<file path="src/rtl/quad_readout_arbiter_pkg.sv">
// Shared constants for the quadrant readout path (readout FSMs, arbiter, host unpacker).
package quad_readout_arbiter_pkg;

  localparam int PIX_WORD_W  = 16;
  localparam int N_QUAD      = 4;
  localparam int QUAD_ID_W   = 2;
  localparam int FRAME_WORDS = 1024;
  localparam int WC_W        = 12;
  localparam int FRAME_CNT_W = 16;

  typedef logic [PIX_WORD_W-1:0] pix_word_t;

  // Round-robin index helper: (base + off) wrapped into [0, n).
  function automatic int rr_idx(input int base, input int off, input int n);
    return (base + off) % n;
  endfunction

endpackage

</file>
<file path="src/rtl/quad_readout_arbiter_if.sv">
// Source-side and host-FIFO-side signals of the quadrant readout arbiter.
interface quad_readout_arbiter_if #(
  parameter int N_SRC = quad_readout_arbiter_pkg::N_QUAD,
  parameter int ID_W  = quad_readout_arbiter_pkg::QUAD_ID_W
);
  import quad_readout_arbiter_pkg::*;

  logic [N_SRC-1:0]            src_wr;
  logic [PIX_WORD_W*N_SRC-1:0] src_data;
  logic                        fifo_full;
  logic                        ovf_clr;
  logic                        fifo_wr;
  pix_word_t                   fifo_din;
  logic [ID_W-1:0]             fifo_src;
  logic [N_SRC-1:0]            ovf;
  logic                        frame_done;
  logic [FRAME_CNT_W-1:0]      frame_cnt;

  modport master (
    output src_wr, src_data, fifo_full, ovf_clr,
    input  fifo_wr, fifo_din, fifo_src, ovf, frame_done, frame_cnt
  );

  modport slave (
    input  src_wr, src_data, fifo_full, ovf_clr,
    output fifo_wr, fifo_din, fifo_src, ovf, frame_done, frame_cnt
  );

endinterface

</file>
<file path="src/rtl/quad_readout_arbiter_src_word_fifo.sv">
// Small per-source word buffer; pointers carry an extra wrap bit so full and empty differ.
module src_word_fifo import quad_readout_arbiter_pkg::*; #(
  parameter int DEPTH = 4,
  parameter int WIDTH = PIX_WORD_W
) (
  input  logic             clk,
  input  logic             rst,
  input  logic             i_push,
  input  logic             i_pop,
  input  logic [WIDTH-1:0] i_data,
  output logic [WIDTH-1:0] o_data,
  output logic             o_empty,
  output logic             o_full
);

  localparam int AW = (DEPTH > 1) ? $clog2(DEPTH) : 1;

  logic [WIDTH-1:0] r_mem [DEPTH];
  logic [AW:0]      r_wptr;
  logic [AW:0]      r_rptr;
  logic             w_pop_ok;
  logic             w_push_ok;

  assign o_empty   = (r_wptr == r_rptr);
  assign o_full    = (r_wptr[AW] != r_rptr[AW]) && (r_wptr[AW-1:0] == r_rptr[AW-1:0]);
  assign w_pop_ok  = i_pop && !o_empty;
  // A push into a full buffer is still taken when the head leaves in the same cycle.
  assign w_push_ok = i_push && (!o_full || w_pop_ok);
  assign o_data    = r_mem[r_rptr[AW-1:0]];

  // Read/write pointer advance.
  always_ff @(posedge clk or posedge rst) begin
    if (rst) begin
      r_wptr <= '0;
      r_rptr <= '0;
    end else begin
      if (w_push_ok) r_wptr <= r_wptr + 1'b1;
      if (w_pop_ok)  r_rptr <= r_rptr + 1'b1;
    end
  end

  // Storage write; contents are don't-care until the write pointer passes them.
  always_ff @(posedge clk) begin
    if (w_push_ok) r_mem[r_wptr[AW-1:0]] <= i_data;
  end

endmodule

</file>
<file path="src/rtl/quad_readout_arbiter.sv">
// Merges four quadrant readout streams into the host FIFO with round-robin arbitration,
// sticky per-source overflow flags and a completed-frame counter.
module quad_readout_arbiter import quad_readout_arbiter_pkg::*; #(
  parameter int N_SRC       = N_QUAD,
  parameter int DEPTH       = 4,
  parameter int FRAME_WORDS = quad_readout_arbiter_pkg::FRAME_WORDS
) (
  input logic                   clk,
  input logic                   rst,
  quad_readout_arbiter_if.slave io_bus
);

  localparam int ID_W = (N_SRC > 1) ? $clog2(N_SRC) : 1;

  logic [N_SRC-1:0]       w_empty;
  logic [N_SRC-1:0]       w_full;
  logic [N_SRC-1:0]       w_pop;
  logic [N_SRC-1:0]       w_req;
  logic [N_SRC-1:0]       w_drop;
  pix_word_t              w_head [N_SRC];
  logic [ID_W-1:0]        w_base;
  logic [2*N_SRC-1:0]     w_req_dbl;
  logic [N_SRC-1:0]       w_req_rot;
  logic                   w_gnt_vld;
  logic [ID_W-1:0]        w_gnt_id;
  logic                   w_frame_all;

  logic [ID_W-1:0]        r_last;
  logic [WC_W-1:0]        r_wc [N_SRC];
  logic                   r_fifo_wr;
  pix_word_t              r_fifo_din;
  logic [ID_W-1:0]        r_fifo_src;
  logic [N_SRC-1:0]       r_ovf;
  logic                   r_frame_done;
  logic [FRAME_CNT_W-1:0] r_frame_cnt;

  for (genvar g = 0; g < N_SRC; g++) begin : g_src
    src_word_fifo #(.DEPTH(DEPTH), .WIDTH(PIX_WORD_W)) u_fifo (
      .clk     (clk),
      .rst     (rst),
      .i_push  (io_bus.src_wr[g]),
      .i_pop   (w_pop[g]),
      .i_data  (io_bus.src_data[PIX_WORD_W*g +: PIX_WORD_W]),
      .o_data  (w_head[g]),
      .o_empty (w_empty[g]),
      .o_full  (w_full[g])
    );
  end

  // The host full flag is sampled one cycle ahead of the write, hence the one-slot margin.
  assign w_req  = io_bus.fifo_full ? '0 : ~w_empty;
  assign w_drop = io_bus.src_wr & w_full & ~w_pop;

  // Rotate requests so last+1 sits at bit 0, pick the lowest set bit, rotate the index back.
  always_comb begin
    w_base    = ID_W'(rr_idx(int'(r_last), 1, N_SRC));
    w_req_dbl = {w_req, w_req} >> w_base;
    w_req_rot = w_req_dbl[N_SRC-1:0];
    w_gnt_vld = |w_req_rot;
    w_gnt_id  = '0;
    w_pop     = '0;
    for (int j = N_SRC - 1; j >= 0; j--) begin
      if (w_req_rot[j]) w_gnt_id = ID_W'(rr_idx(int'(w_base), j, N_SRC));
    end
    if (w_gnt_vld) w_pop[w_gnt_id] = 1'b1;
  end

  // A frame is complete once every source has forwarded at least FRAME_WORDS words.
  always_comb begin
    w_frame_all = 1'b1;
    for (int i = 0; i < N_SRC; i++) begin
      if (r_wc[i] < WC_W'(FRAME_WORDS)) w_frame_all = 1'b0;
    end
  end

  // Host write port, priority pointer, overflow flags and frame counter.
  always_ff @(posedge clk or posedge rst) begin
    if (rst) begin
      r_fifo_wr    <= 1'b0;
      r_fifo_din   <= '0;
      r_fifo_src   <= '0;
      r_last       <= ID_W'(N_SRC - 1);
      r_ovf        <= '0;
      r_frame_done <= 1'b0;
      r_frame_cnt  <= '0;
    end else begin
      r_fifo_wr <= w_gnt_vld;
      if (w_gnt_vld) begin
        r_fifo_din <= w_head[w_gnt_id];
        r_fifo_src <= w_gnt_id;
        r_last     <= w_gnt_id;
      end
      r_ovf        <= (r_ovf & ~{N_SRC{io_bus.ovf_clr}}) | w_drop;
      r_frame_done <= w_frame_all;
      if (w_frame_all) r_frame_cnt <= r_frame_cnt + 1'b1;
    end
  end

  // Per-source word counters; surplus words carry into the next frame, saturating at all-ones.
  always_ff @(posedge clk or posedge rst) begin
    if (rst) begin
      for (int i = 0; i < N_SRC; i++) r_wc[i] <= '0;
    end else begin
      for (int i = 0; i < N_SRC; i++) begin
        if (w_frame_all)
          r_wc[i] <= r_wc[i] - WC_W'(FRAME_WORDS) + WC_W'(w_pop[i]);
        else if (w_pop[i] && (r_wc[i] != {WC_W{1'b1}}))
          r_wc[i] <= r_wc[i] + 1'b1;
      end
    end
  end

  assign io_bus.fifo_wr    = r_fifo_wr;
  assign io_bus.fifo_din   = r_fifo_din;
  assign io_bus.fifo_src   = r_fifo_src;
  assign io_bus.ovf        = r_ovf;
  assign io_bus.frame_done = r_frame_done;
  assign io_bus.frame_cnt  = r_frame_cnt;

endmodule

</file>
<file path="src/flat_wrapper.sv">
// flat-port wrapper written by rule: the top's interface ports become plain ports
module quad_readout_arbiter_flat import quad_readout_arbiter_pkg::*;
#(
  parameter int N_SRC       = N_QUAD,
  parameter int DEPTH       = 4,
  parameter int FRAME_WORDS = quad_readout_arbiter_pkg::FRAME_WORDS
)
  (clk, rst, io_bus_src_wr, io_bus_src_data, io_bus_fifo_full, io_bus_ovf_clr, io_bus_fifo_wr, io_bus_fifo_din, io_bus_fifo_src, io_bus_ovf, io_bus_frame_done, io_bus_frame_cnt);
  quad_readout_arbiter_if #(.N_SRC(N_SRC)) io_bus_i ();
  input logic clk;
  input logic rst;
  input wire logic [$bits(io_bus_i.src_wr)-1:0] io_bus_src_wr;
  input wire logic [$bits(io_bus_i.src_data)-1:0] io_bus_src_data;
  input wire logic [$bits(io_bus_i.fifo_full)-1:0] io_bus_fifo_full;
  input wire logic [$bits(io_bus_i.ovf_clr)-1:0] io_bus_ovf_clr;
  output wire logic [$bits(io_bus_i.fifo_wr)-1:0] io_bus_fifo_wr;
  output wire logic [$bits(io_bus_i.fifo_din)-1:0] io_bus_fifo_din;
  output wire logic [$bits(io_bus_i.fifo_src)-1:0] io_bus_fifo_src;
  output wire logic [$bits(io_bus_i.ovf)-1:0] io_bus_ovf;
  output wire logic [$bits(io_bus_i.frame_done)-1:0] io_bus_frame_done;
  output wire logic [$bits(io_bus_i.frame_cnt)-1:0] io_bus_frame_cnt;
  assign io_bus_i.src_wr = io_bus_src_wr;
  assign io_bus_i.src_data = io_bus_src_data;
  assign io_bus_i.fifo_full = io_bus_fifo_full;
  assign io_bus_i.ovf_clr = io_bus_ovf_clr;
  assign io_bus_fifo_wr = io_bus_i.fifo_wr;
  assign io_bus_fifo_din = io_bus_i.fifo_din;
  assign io_bus_fifo_src = io_bus_i.fifo_src;
  assign io_bus_ovf = io_bus_i.ovf;
  assign io_bus_frame_done = io_bus_i.frame_done;
  assign io_bus_frame_cnt = io_bus_i.frame_cnt;
  quad_readout_arbiter #(.N_SRC(N_SRC), .DEPTH(DEPTH), .FRAME_WORDS(FRAME_WORDS)) u_core (.clk(clk), .rst(rst), .io_bus(io_bus_i));
endmodule
</file>
<file path="config.mk">
export PLATFORM = sky130hd
export DESIGN_NAME = quad_readout_arbiter_flat
export DESIGN_NICKNAME = d
export VERILOG_FILES = /design/src/rtl/quad_readout_arbiter_pkg.sv /design/src/rtl/quad_readout_arbiter_if.sv /design/src/rtl/quad_readout_arbiter_src_word_fifo.sv /design/src/rtl/quad_readout_arbiter.sv /design/src/flat_wrapper.sv
export SDC_FILE = /design/constraint.sdc
export NUM_CORES = 1
export LEC_CHECK = 0
export CAP_MARGIN = 30
export CORE_MARGIN = 8
export CORE_UTILIZATION = 30
export DETAILED_ROUTE_END_ITERATION = 7
export SYNTH_ARGS = -nofsm -noshare
export SYNTH_HDL_FRONTEND = slang
export SYNTH_SLANG_ARGS = --single-unit
</file>
<file path="constraint.sdc">
create_clock -name clk -period 11.1 [get_ports clk]
set_input_delay 2.22 -clock clk [delete_from_list [all_inputs] [get_ports clk]]
set_output_delay 2.22 -clock clk [all_outputs]
set_load 0.02 [all_outputs]
</file>
==> impl_metrics.xml <==
<?xml version="1.0" encoding="UTF-8"?>
<metrics>
  <group name="logic_synthesis">
    <metric name="synth_area_leaders" unit="">edfxtp_1 46%, dfrtp_1 17%, mux4_2 7.8%, ha_1 2.5%, mux2i_1 2.1%</metric>
    <metric name="yosys.area.top_type_share" unit="%">45.9</metric>
    <metric name="synth.largest_area_cell" unit="">edfxtp_1</metric>
    <metric name="synth-edff-count" unit="">256</metric>
    <metric name="avg_inst_size_synth" unit="um^2">14.6</metric>
    <metric name="synthesis.instances" unit="">1145</metric>
    <metric name="synth.net_count" unit="">1250</metric>
    <metric name="synth_flop_cell" unit="">edfxtp_1</metric>
    <metric name="ys_ff_latch" unit="">370</metric>
    <metric name="async_reset_ff_share" unit="%">30.8</metric>
    <metric name="yosysWarnings" unit="">0</metric>
    <metric name="mappedNetlistArea" unit="um^2">16700</metric>
    <metric name="synth_cell_types" unit="">78</metric>
    <metric name="yosysSeqAreaShare" unit="%">63.0</metric>
  </group>
  <group name="global_routing">
    <metric name="grt_antenna_before_repair" unit="">1</metric>
    <metric name="global_route.overflow_total" unit="">0</metric>
    <metric name="first_global_vias" unit="">10400</metric>
    <metric name="grt_start_max_net_pins" unit="">62</metric>
    <metric name="track_usage" unit="%">12.4</metric>
    <metric name="grt_first_pass_wirelength" unit="um">62400</metric>
  </group>
  <group name="place">
    <metric name="dp.final_hpwl" unit="um">26700</metric>
    <metric name="place.gp.congestion" unit="">0.798</metric>
    <metric name="buffers_on_ports" unit="">111</metric>
    <metric name="minimum_setup_slack_after_placement" unit="ns">4.80</metric>
  </group>
  <group name="power_and_ir_drop">
    <metric name="report.power.total" unit="uW">5600</metric>
    <metric name="power.density_cell_area" unit="nW/um^2">277</metric>
    <metric name="worst_ir_drop_vdd" unit="mV">0.157</metric>
    <metric name="static_leakage" unit="uW">0.00724</metric>
  </group>
  <group name="sta">
    <metric name="timing.final.hold_violations" unit="">0</metric>
    <metric name="final_period_minus_worst_setup_slack" unit="ns">5.80</metric>
    <metric name="finalSetupViolCount" unit="">0</metric>
    <metric name="setup_slack" unit="ns">5.30</metric>
    <metric name="unrepaired_setup_endpoints_after_global_routing" unit="">false</metric>
    <metric name="min_period_over_period" unit="%">52.3</metric>
    <metric name="fin_tns_setup" unit="ns">0</metric>
    <metric name="timing.max_slew.rel_slack" unit="%">36.5</metric>
    <metric name="max_freq" unit="MHz">172</metric>
    <metric name="drv_slew" unit="">0</metric>
    <metric name="max_slew.worst_pin.slew" unit="ns">0.946</metric>
    <metric name="timing.clock.skew" unit="ns">0.0379</metric>
  </group>
  <group name="setup_path">
    <metric name="path_class" unit="">primary input to flip-flop</metric>
    <metric name="critPathLaunchType" unit="">primary input</metric>
    <metric name="cp.arrival" unit="ns">6.29</metric>
    <metric name="worstReg2RegStart" unit="">u_core.g_src[0].u_fifo.r_rptr[1]</metric>
    <metric name="setup.reg_to_reg.worst_slack" unit="ns">6.22</metric>
    <metric name="rr_endpoint" unit="">u_core.r_wc[4]</metric>
    <metric name="ff2ff_path_depth" unit="">12</metric>
    <metric name="cp-end-kind" unit="">flip-flop</metric>
    <metric name="critPathMaxFanout" unit="">39</metric>
    <metric name="critPathRequiredTime" unit="ns">11.59</metric>
  </group>
  <group name="route">
    <metric name="via_count" unit="">10400</metric>
    <metric name="drt_pass1_iterations" unit="">5</metric>
    <metric name="drt_iter0_drc" unit="">900</metric>
    <metric name="via_per_inst" unit="">5.10</metric>
    <metric name="antenna_left" unit="">0</metric>
    <metric name="route.final.wire_length" unit="um">40100</metric>
    <metric name="drc_errors" unit="">0</metric>
    <metric name="routed_wire_length_per_instance" unit="um">19.6</metric>
  </group>
  <group name="die">
    <metric name="io-pin-count" unit="">112</metric>
    <metric name="fp.dieW" unit="um">252</metric>
    <metric name="die_h" unit="um">252</metric>
    <metric name="initial_utilization" unit="%">30.4</metric>
    <metric name="rows" unit="">86</metric>
    <metric name="die_outline_area" unit="um^2">63600</metric>
    <metric name="core_region_area" unit="um^2">55100</metric>
  </group>
  <group name="clock_network">
    <metric name="clock_insertion_delay_worst_skew" unit="ns">0.58</metric>
    <metric name="cts_hold_buffers" unit="">0</metric>
    <metric name="clockBufferDepth" unit="">3</metric>
    <metric name="worst_setup_hold_path_clk_slew" unit="ns">0.06</metric>
    <metric name="post_cts.resized_instances" unit="">0</metric>
    <metric name="ctsHtreeMaxLevel" unit="">2</metric>
    <metric name="cts-root-buf" unit="">clkbuf_16</metric>
    <metric name="cts_inserted_buffers" unit="">42</metric>
    <metric name="tritoncts" unit="">yes</metric>
    <metric name="clock-sinks" unit="">370</metric>
    <metric name="post-cts-setup-buffer-count" unit="">0</metric>
  </group>
  <group name="worst_hold_path">
    <metric name="min_from" unit="">u_core.io_bus.frame_cnt[15]</metric>
    <metric name="hp-class" unit="">flip-flop to flip-flop</metric>
    <metric name="worstHoldPathCells" unit="">1</metric>
    <metric name="worst_hold_path.endpoint" unit="">u_core.io_bus.frame_cnt[15]</metric>
  </group>
  <group name="flow_run">
    <metric name="drv.max_cap_violation_count" unit="">0</metric>
  </group>
  <group name="final_layout">
    <metric name="post_route_cells_drive_above_1_share" unit="%">13.0</metric>
    <metric name="diode_count" unit="">0</metric>
    <metric name="area_delta_synth_final" unit="%">20.6</metric>
    <metric name="n_fill_cell" unit="">5293</metric>
    <metric name="num-nets-final" unit="">1368</metric>
  </group>
  <group name="run_status">
    <metric name="run_status" unit="">finished clean</metric>
  </group>
</metrics>
-- critical path: stages --
cell and delay, ns:
clkdlybuf4s50_1 0.51, inv_1 0.18, nand2_1 0.07, o221ai_1 0.34, nand4_4 0.55, buf_4 0.56
nor2_1 0.42, ha_1 0.32, ha_1 0.21, nand2_1 0.21, or3_1 0.40, and3_1 0.18
o211ai_1 0.08
-- how the worst max path moves through the flow --
| stage | start | end | slack, ns | cells after the start |
|---|---|---|---|---|
| 2_1_floorplan | rst | u_core.g_src[0].u_fifo.r_rptr[0] | 5.87 | 1 |
| 3_3_place_gp | io_bus_fifo_full | u_core.r_wc[4] | 4.91 | 13 |
| 3_5_place_dp | io_bus_fifo_full | u_core.r_wc[4] | 4.80 | 13 |
| 4_1_cts | io_bus_fifo_full | u_core.r_wc[4] | 5.40 | 13 |
| 5_1_grt | io_bus_fifo_full | u_core.r_wc[10] | 5.12 | 13 |
| 6_report | io_bus_fifo_full | u_core.r_wc[4] | 5.30 | 13 |
-- logic make-up after synthesis --
group | synth area share, %
simple gates | 9.99
compound gates | 7.69
buf+inv | 2.50
mux | 11.2
fa+ha+maj | 2.47
flops | 63.0
xor+xnor | 3.15
-- cell usage after synthesis (6+ instances only) --
cell,count
xnor2_1,29
o311ai_0,9
dfrtp_1,112
clkbuf_1,23
nor3_1,28
buf_2,17
mux4_2,58
xor2_1,20
or4_1,6
and2_1,10
ha_1,33
nand2_1,92
a311o_1,6
nand4_1,38
o21ai_0,21
nor2_1,31
o31ai_1,9
inv_1,35
nor4_1,7
a21oi_1,16
o211ai_1,26
and3_1,21
nand3_1,54
buf_1,7
mux4_1,6
or3_1,7
mux2i_1,35
o221ai_1,18
edfxtp_1,256
mux2_2,6
a31oi_1,10
-- layout make-up --
cell class                 count  area [um^2]  share of cell area (%)
clock buffer                  58         1120                    5.55
clock inverter                19          343                    1.70
inverter                      35          134                   0.663
multi-input combinational    683         5810                    28.8
sequential                   370        10500                    52.2
tap                          748          936                    4.64
timing repair buffer         131         1300                    6.44
-- placed cells by master (no fill, tap or decap), types with 10 or more instances in the layout --
cell type / n
xor2_1: 20
a31oi_1: 10
xnor2_1: 29
o221ai_1: 18
nand4_1: 38
clkbuf_1: 15
clkbuf_16: 42
edfxtp_1: 256
o21ai_0: 21
and2_1: 10
buf_4: 18
clkdlybuf4s50_1: 111
inv_1: 34
o211ai_1: 26
mux4_2: 58
dfrtp_1: 112
nand2_1: 91
and3_1: 21
nand3_1: 54
ha_1: 33
mux2i_1: 35
nor2_1: 31
a21oi_1: 16
nor3_1: 28
-- stage by stage --
| step | util, % | cell area (um^2) | instances | hold slack [ns] |
|---|---|---|---|---|
| final | 36.7 | 20200 | 2044 | 0.467 |
| after global routing | 36.7 | 20200 | 2044 | 0.500 |
| after CTS | 36.6 | 20200 | 2043 | 0.477 |
| after detailed placement | 33.9 | 18700 | 1966 | 0.466 |
| after global placement | 33.9 | 18700 | 1965 | 0.467 |
| after floorplan | - | 16700 | 1145 | 0.441 |
-- layer usage --
metal / vias to the layer above / part of all wire (%) / global-route usage (%)
met2: 311 / 48 / 20.5
met3: 72 / 5.0 / 2.39
met4: 2 / 2.8 / 4.31
met1: 5275 / 44 / 16.3
li1: 4767 / - / -
met5: - / 0.032 / 0
-- report_power, final --
part / switching [uW] / total, uW / leakage [uW] / internal, uW
clock network: 576 / 1460 / 0.000697 / 881
registers: 239 / 2100 / 0.00371 / 1860
logic: 1210 / 2040 / 0.00283 / 832
total: 2020 / 5600 / 0.00724 / 3570
-- flip-flops by register name, indices dropped and copies added (netlist names), 2 cells and up --
name / count
u_core.g_src.u_fifo.r_mem: 256
u_core.g_src.u_fifo.r_rptr: 12
u_core.g_src.u_fifo.r_wptr: 12
u_core.io_bus.fifo_din: 16
u_core.io_bus.fifo_src: 2
u_core.io_bus.frame_cnt: 16
u_core.io_bus.ovf: 4
u_core.r_last: 2
u_core.r_wc: 48
Note: power is estimated with default switching activity, not from simulation.
